==> config.mk <==
export PLATFORM = sky130hd
export DESIGN_NAME = dda_frame_tx
export DESIGN_NICKNAME = d
export VERILOG_FILES = /design/src/rtl/dda_frame_tx.sv
export SDC_FILE = /design/constraint.sdc
export NUM_CORES = 1
export LEC_CHECK = 0
export CORE_ASPECT_RATIO = 0.9
export CORE_MARGIN = 8
export CORE_UTILIZATION = 45
export DETAILED_ROUTE_END_ITERATION = 10
export PLACE_DENSITY = 0.65
export SLEW_MARGIN = 20
export SYNTH_ARGS = -nofsm -noshare
export SYNTH_HDL_FRONTEND = slang
export SYNTH_SLANG_ARGS = --single-unit
export TNS_END_PERCENT = 10
==> constraint.sdc <==
create_clock -name clk -period 5.7 [get_ports clk]
set_clock_uncertainty 0.2 [all_clocks]
set_input_delay 0.855 -clock clk [delete_from_list [all_inputs] [get_ports clk]]
set_output_delay 0.855 -clock clk [all_outputs]
set_load 0.05 [all_outputs]
==> src/rtl/dda_frame_tx.sv <==
// ---------------------------------------------------------------------------
// dda_frame_tx
//   Takes a snapshot of the Lorenz DDA solver state (x/y/z) when the solver
//   strobes a new step. Each accepted step is sent to a byte-wide UART
//   transmitter as one framed packet:
//       SYNC, x bytes, y bytes, z bytes (each MSB first), XOR checksum
//   A decimation counter picks one step out of every DECIM. A step that is
//   picked while a frame is still in flight is dropped and counted in a
//   saturating drop counter. Each byte uses a full handshake with the UART:
//   pulse transmit, wait for the busy flag to rise, then wait for it to fall.
//
// Parameters
//   N      state word width, a multiple of 8
//   DECIM  one frame per DECIM accepted state_valid pulses (1..255)
//   SYNC   frame start byte
//
// Ports
//   clk                   system clock
//   rst_n                 asynchronous active-low reset
//   enable                1 = stream frames, 0 = ignore state_valid
//   state_valid           1-cycle strobe: x/y/z hold a new solver step
//   x, y, z               solver state words
//   uart_transmit         1-cycle pulse: UART sends uart_tx_byte
//   uart_tx_byte          byte to send, held from the pulse until the byte is done
//   uart_is_transmitting  UART busy flag
//   busy                  high while a frame is in flight
//   frame_done            1-cycle pulse after the final byte completes
//   drop_count            frames skipped because busy, saturates at 255
// ---------------------------------------------------------------------------
module dda_frame_tx #(
    parameter int          N     = 16,
    parameter int          DECIM = 1,
    parameter logic [7:0]  SYNC  = 8'hA5
) (
    input  logic         clk,
    input  logic         rst_n,
    input  logic         enable,
    input  logic         state_valid,
    input  logic [N-1:0] x,
    input  logic [N-1:0] y,
    input  logic [N-1:0] z,
    output logic         uart_transmit,
    output logic [7:0]   uart_tx_byte,
    input  logic         uart_is_transmitting,
    output logic         busy,
    output logic         frame_done,
    output logic [7:0]   drop_count
);

    localparam int BPV   = N / 8;
    localparam int NDATA = 3 * BPV;
    localparam int L     = 2 + NDATA;
    localparam int IW    = $clog2(L + 1);

    localparam logic [IW-1:0] LAST_IDX   = IW'(L - 1);
    localparam logic [7:0]    DECIM_LAST = 8'(DECIM - 1);

    typedef enum logic [2:0] {
        IDLE,
        SEND,
        WAIT_BUSY,
        WAIT_DONE,
        DONE
    } state_t;

    state_t           state;
    logic [7:0]       decim_cnt;
    logic [3*N-1:0]   snap;
    logic [7:0]       chk;
    logic [IW-1:0]    idx;

    logic             selected;
    logic [7:0]       in_chk;
    logic [7:0]       next_byte;

    // XOR of all data bytes of a packed {x, y, z} word.
    function automatic logic [7:0] xor_bytes(input logic [3*N-1:0] d);
        logic [3*N-1:0] t;
        logic [7:0]     c;
        t = d;
        c = '0;
        for (int k = 0; k < NDATA; k++) begin
            c = c ^ t[7:0];
            t = t >> 8;
        end
        return c;
    endfunction

    // Byte at frame position i: SYNC first, CHK last, data bytes taken
    // MSB first from the snapshot in between.
    function automatic logic [7:0] byte_at(input logic [IW-1:0]  i,
                                           input logic [3*N-1:0] s,
                                           input logic [7:0]     chk_in);
        logic [3*N-1:0] sh;
        int unsigned    shamt;
        if (i == '0) begin
            return SYNC;
        end else if (i == LAST_IDX) begin
            return chk_in;
        end else begin
            shamt = 32'(8 * (int'(i) - 1));
            sh    = s << shamt;
            return sh[3*N-1 -: 8];
        end
    endfunction

    assign selected  = enable && state_valid && (decim_cnt == DECIM_LAST);
    assign in_chk    = xor_bytes({x, y, z});
    assign next_byte = byte_at(idx + IW'(1), snap, chk);

    // Decimation counter. It only advances on strobes while enabled and is
    // forced to zero while disabled, so re-enabling starts a fresh count.
    always_ff @(posedge clk or negedge rst_n) begin
        if (!rst_n) begin
            decim_cnt <= '0;
        end else if (!enable) begin
            decim_cnt <= '0;
        end else if (state_valid) begin
            decim_cnt <= selected ? 8'd0 : decim_cnt + 8'd1;
        end
    end

    // Drop accounting. A selected strobe is dropped whenever the FSM is not
    // idle, which includes the DONE cycle in which frame_done is high.
    always_ff @(posedge clk or negedge rst_n) begin
        if (!rst_n) begin
            drop_count <= '0;
        end else if (selected && (state != IDLE) && (drop_count != 8'hFF)) begin
            drop_count <= drop_count + 8'd1;
        end
    end

    // Frame FSM with registered outputs. The snapshot and its checksum are
    // captured together on the accepting edge, so later strobes cannot
    // disturb a frame in flight. The transmit pulse is raised on the same
    // edge that enters SEND, so the pulse lines up with the SEND cycle.
    always_ff @(posedge clk or negedge rst_n) begin
        if (!rst_n) begin
            state         <= IDLE;
            snap          <= '0;
            chk           <= '0;
            idx           <= '0;
            uart_transmit <= 1'b0;
            uart_tx_byte  <= '0;
            busy          <= 1'b0;
            frame_done    <= 1'b0;
        end else begin
            case (state)
                IDLE: begin
                    if (selected) begin
                        snap          <= {x, y, z};
                        chk           <= in_chk;
                        idx           <= '0;
                        uart_transmit <= 1'b1;
                        uart_tx_byte  <= SYNC;
                        busy          <= 1'b1;
                        state         <= SEND;
                    end
                end
                SEND: begin
                    uart_transmit <= 1'b0;
                    state         <= WAIT_BUSY;
                end
                WAIT_BUSY: begin
                    if (uart_is_transmitting) begin
                        state <= WAIT_DONE;
                    end
                end
                WAIT_DONE: begin
                    if (!uart_is_transmitting) begin
                        if (idx == LAST_IDX) begin
                            frame_done <= 1'b1;
                            state      <= DONE;
                        end else begin
                            idx           <= idx + IW'(1);
                            uart_transmit <= 1'b1;
                            uart_tx_byte  <= next_byte;
                            state         <= SEND;
                        end
                    end
                end
                DONE: begin
                    frame_done <= 1'b0;
                    busy       <= 1'b0;
                    idx        <= '0;
                    state      <= IDLE;
                end
                default: begin
                    state <= IDLE;
                end
            endcase
        end
    end

endmodule

; ---- After elaboration in Yosys (flattened, before gate mapping)
; Cells that the tools add are included.
[word_totals]
register_bits = 90
out_inout_bits = 19
[op_classes]
n_bitwise = 5
muxes = 26
n_reduce_logical = 20
shifts = 1
add_sub_neg = 4
n_eq_ne = 13
[op_table]
columns = op, count
row1 = $mux 8, 8
row2 = $shl 48x32->48, 1
row3 = $xor 8x8->8, 5
row4 = $add 8x1->8 const B, 2
row5 = $pmux 8 s2, 1
row6 = $mux 3, 4
row7 = $mux 4, 3
row8 = $pmux 3 s4, 1
row9 = $pmux 4 s3, 1
row10 = $reduce_and 4->1, 3
row11 = $ne 2x2->1 const B, 5
row12 = $reduce_bool 3->1, 3
row13 = $eq 4x3->1 const B, 2
row14 = $logic_not 8->1, 1
row15 = $ne 8x8->1 const B, 1
row16 = $eq 3x2->1 const B, 2
row17 = $reduce_and 3->1, 2
row18 = $reduce_bool 2->1, 3
row19 = $mux 1, 5
row20 = $sub 4x1->5 const B, 1
row21 = $add 4x1->4 const B, 1
row22 = $logic_and 1x1->1, 4
row23 = $logic_not 4->1, 1
row24 = $pmux 1 s2, 2
row25 = other kinds (6), 7

; ---- Longest topological paths before layout
[logic_depth]
word_depth = 8
ltp_mapped = 10

; ---- Worst setup path before layout
; No wires, ideal clock.
[synth_timing]
path_kind = register -> register
from = register idx[0]
to = register uart_tx_byte[6]
required_time_ns = 5.365
setup_slack_ns = 3.161
t_arrival_ns = 2.204
stages_incl_launch_ff = 9
setup_time_ns = 0.135
n_path_buf = 2
path_cell_list = dfrtp_1 > buf_2 > inv_1 > ha_1 > nor2_1 > buf_2 > mux2_2 > a221oi_1 > o31ai_1
[synth_via]
elab_chain_len = 8
word_cells_on_any_way = 13
[synth_lines]
columns = item, line_no
row1 = start: declaration, 70  ; logic [IW-1:0] idx;
row2 = start signal: assignment, 175  ; idx <= idx + IW'(1);
row3 = $add 4x1->4, 109  ; assign next_byte = byte_at(idx + IW'(1), snap, chk);
row4 = $sub 4x1->5, 101  ; shamt = 32'(8 * (int'(i) - 1));
row5 = $shl 48x32->48, 102  ; sh = s << shamt;
row6 = $mux 8, 98  ; end else if (i == LAST_IDX) begin
row7 = $mux 8, 96  ; if (i == '0) begin
row8 = $mux 8, 171  ; if (idx == LAST_IDX) begin
row9 = $mux 8, 170  ; if (!uart_is_transmitting) begin
row10 = $pmux 8 s2, 148  ; case (state)
row11 = end signal: assignment, 177  ; uart_tx_byte <= next_byte;
row12 = end: declaration, 43  ; output logic [7:0] uart_tx_byte,
; Several ways; a longest one is shown, not always the timed one. The select of a mux whose other input is x is not followed.
; A chain may end at the register's enable or synchronous reset.

; ---- Worst setup path after layout
[layout_timing]
from = input state_valid
to = register snap[36]
[layout_via]
elab_chain_len = 3
[layout_lines]
columns = item, line_no
row1 = start: declaration, 38  ; input logic state_valid,
row2 = $logic_and 1x1->1 (2 in a row), 107  ; assign selected = enable && state_valid && (decim_cnt == DECIM_LAST);
row3 = $reduce_and 2->1 (no line), n/a
row4 = end signal: assignment, 151  ; snap <= {x, y, z};
row5 = end: declaration, 68  ; logic [3*N-1:0] snap;
; Every way passes these cells.

==> qor.yml <==
outcome:
  outcome: "finished, final reports clean"
floorplan:
  dieArea_um2: 14630
  die_h_um: 115.5
  die_x_um: 126.6
  coreArea_um2: 10770
  start_util: 0.4601
  rows: 36
  io_pins: 72
finish:
  layoutNonFillerInstCount: 624
  fillers: 873
  antenna_cells: 0
  seq_area_um2: 2252
  layout_common_cells: "dfrtp_1, clkdlybuf4s50_1, mux2_4"
  layout.nets: 545
  synthToLayoutAreaGrowth_pct: 22.66
  layout-drive-gt1-share: 0.1833
  final_common_cell: "dfrtp_1"
  multi_input_area_um2: 2515
logic_synthesis:
  synth_compound_area_frac: 0.09800
  synth_mux_area_frac: 0.2001
  ys.flop_type: "dfrtp_1"
  syn_avg_cell_area_um2: 11.91
  yosysUniqueCellTypes: 56
  yosys.area_share.simple: 0.1071
  synth_cells: 416
  syn_area_um2: 4954
  ys_ff_latch: 90
  synth-async-reset-ratio: 1.000
  synth_top_family_by_area: "multiplexers"
  synth_xor_area_frac: 0.08664
  seq_area_frac_synth: 0.4547
  synth_nets: 475
  synth_edf_count: 0
  synth_adder_area_share: 0.01516
  yosys_warnings: 0
timing:
  setup_violations: 0
  fin_crit_sh: 0.5027
  finalSetupTns_ps: 0
  min_period_ps: 2865
  tightest_slew_ps: 829.1
  drv_slew: 0
  rsz0062_at_grt: "no"
  hold_viol_final: 0
  max_freq_mhz: 349.0
  holdWs_ps: 292.6
  slew-limit-headroom: 0.4439
setup_path:
  critPathLaunch: "state_valid"
  cp-end-kind: "flip-flop"
  timing.rr.start: "idx[0]"
  crit_fanout: 47
  criticalPathCategory: "in -> reg"
  r2r_cells: 7
  regToRegSetupSlack_ps: 2950
  reg2reg_to: "uart_tx_byte[6]"
  timing.critical_path.to: "snap[36]"
  worstPathRequired_ps: 5720
  arrival_ps: 2880
  cp-start-kind: "input port"
clock_tree:
  cts_tree: "built"
  clk_pin_slew_worst_paths_ps: 60
  ctsHoldBuffers: 0
  post_cts_buffers: 0
  cts.root.buffer_cell: "clkbuf_16"
  htree_levels: 3
  clkSinkCount: 90
  cts_made_buffers: 9
  post_cts_resized: 0
  clk_path_buf_depth: 2
  clk-insertion-delay-late_ps: 330
power:
  ir_worst_vdd_mv: 0.1908
  cellPowerDensity_nw_per_um2: 510.3
  finalPower_mw: 3.101
  leakagePower_nw: 2.710
global_route:
  first_global_vias: 3550
  use_met1: 0.1959
  grt_use_met2: 0.2399
  grt-ovfl-total: 0
  busiest_layer: "met2"
  antenna_found_initial: 0
  gr-usage-met3: 0.03726
  grt_pass1_wl_mm: 17.71
  grt_usage: 0.1506
  grt_max_degree: 70
detailed_routing:
  ant_nets: 0
  wire_per_inst_um: 17.04
  vias_per_cell: 5.401
  firstDrtPassIters: 7
  num_vias: 3370
  wl_mm: 10.64
  drt_iter0_drc: 200
  drc_errors: 0
place:
  gp_congestion: 0.7769
  portBuffers: 71
  place_inst: 607
  dpl.hpwl_mm: 7.602
run:
  maxCapViolations: 0
hold_path:
  min_path_type: "reg -> reg"
-- worst max-delay path, stage by stage --
cell and delay, ps:
clkdlybuf4s50_1 520, nand4_2 170, or4_4 670, buf_16 290
mux2_4 340
-- cell type report --
| type | instances | share of cell area |
|---|---|---|
| clock inverters | 4 | 0.01606 |
| multi-input cells | 303 | 0.4139 |
| clock buffers | 12 | 0.04222 |
| flip-flops and latches | 90 | 0.3707 |
| well taps | 133 | 0.02739 |
| inverters | 6 | 0.003707 |
| repair buffers | 76 | 0.1260 |
-- Yosys cell counts (8+ instances only) --
master	number	area share
a21oi_1	18	0.018
dfrtp_1	90	0.45
mux2_2	12	0.027
mux2_4	48	0.15
mux2i_1	9	0.018
nand2_1	31	0.023
nand3_1	8	0.0081
nor2_1	19	0.014
nor3_1	17	0.017
o21ai_0	12	0.012
o21ai_1	8	0.0081
xnor2_1	46	0.081
-- registers in the layout, summed over array words and instances (netlist names) --
signal / cells
snap: 48
chk: 8
decim_cnt: 8
drop_count: 8
uart_tx_byte: 8
idx: 4
state: 3
busy: 1
frame_done: 1
uart_transmit: 1
-- power by group --
part | total [mW] | switching [mW] | internal, mW
Combinational | 1.31 | 0.640 | 0.673
Sequential | 1.10 | 0.200 | 0.898
Clock | 0.690 | 0.238 | 0.453
-- metrics by stage --
stage | utilization | setup slack (ps) | area (um^2)
detailed placement | 0.5289 | 2427 | 5694
finish | 0.5644 | 2835 | 6076
CTS | 0.5618 | 2778 | 6048
global route | 0.5644 | 2734 | 6076
floorplan | - | 3161 | 4954
global placement | 0.5289 | 2468 | 5694
-- logic make-up after synthesis --
kind of cell / Yosys count
flip-flops: 90
buffers and inverters: 23
AO/OA/AOI/OAI: 74
AND/OR/NAND/NOR: 103
XOR/XNOR: 49
adder cells (fa/ha/maj): 6
multiplexers: 71
-- worst min path at each step --
stage | from | to | slack (ps) | cells after the start
after floorplan | chk[0] | chk[0] | 250 | 2
after global placement | chk[3] | chk[3] | 270 | 2
after detailed placement | chk[3] | chk[3] | 280 | 2
after CTS | chk[3] | chk[3] | 300 | 2
after global routing | chk[3] | chk[3] | 310 | 2
final | busy | busy | 290 | 2
-- per-layer routing --
metal / share of wire / up-vias
li1: - / 1642
met1: 0.47 / 1644
met2: 0.47 / 72
met3: 0.038 / 12
met4: 0.015 / 0
met5: 0 / -
Note: power is estimated with default switching activity, not from simulation.
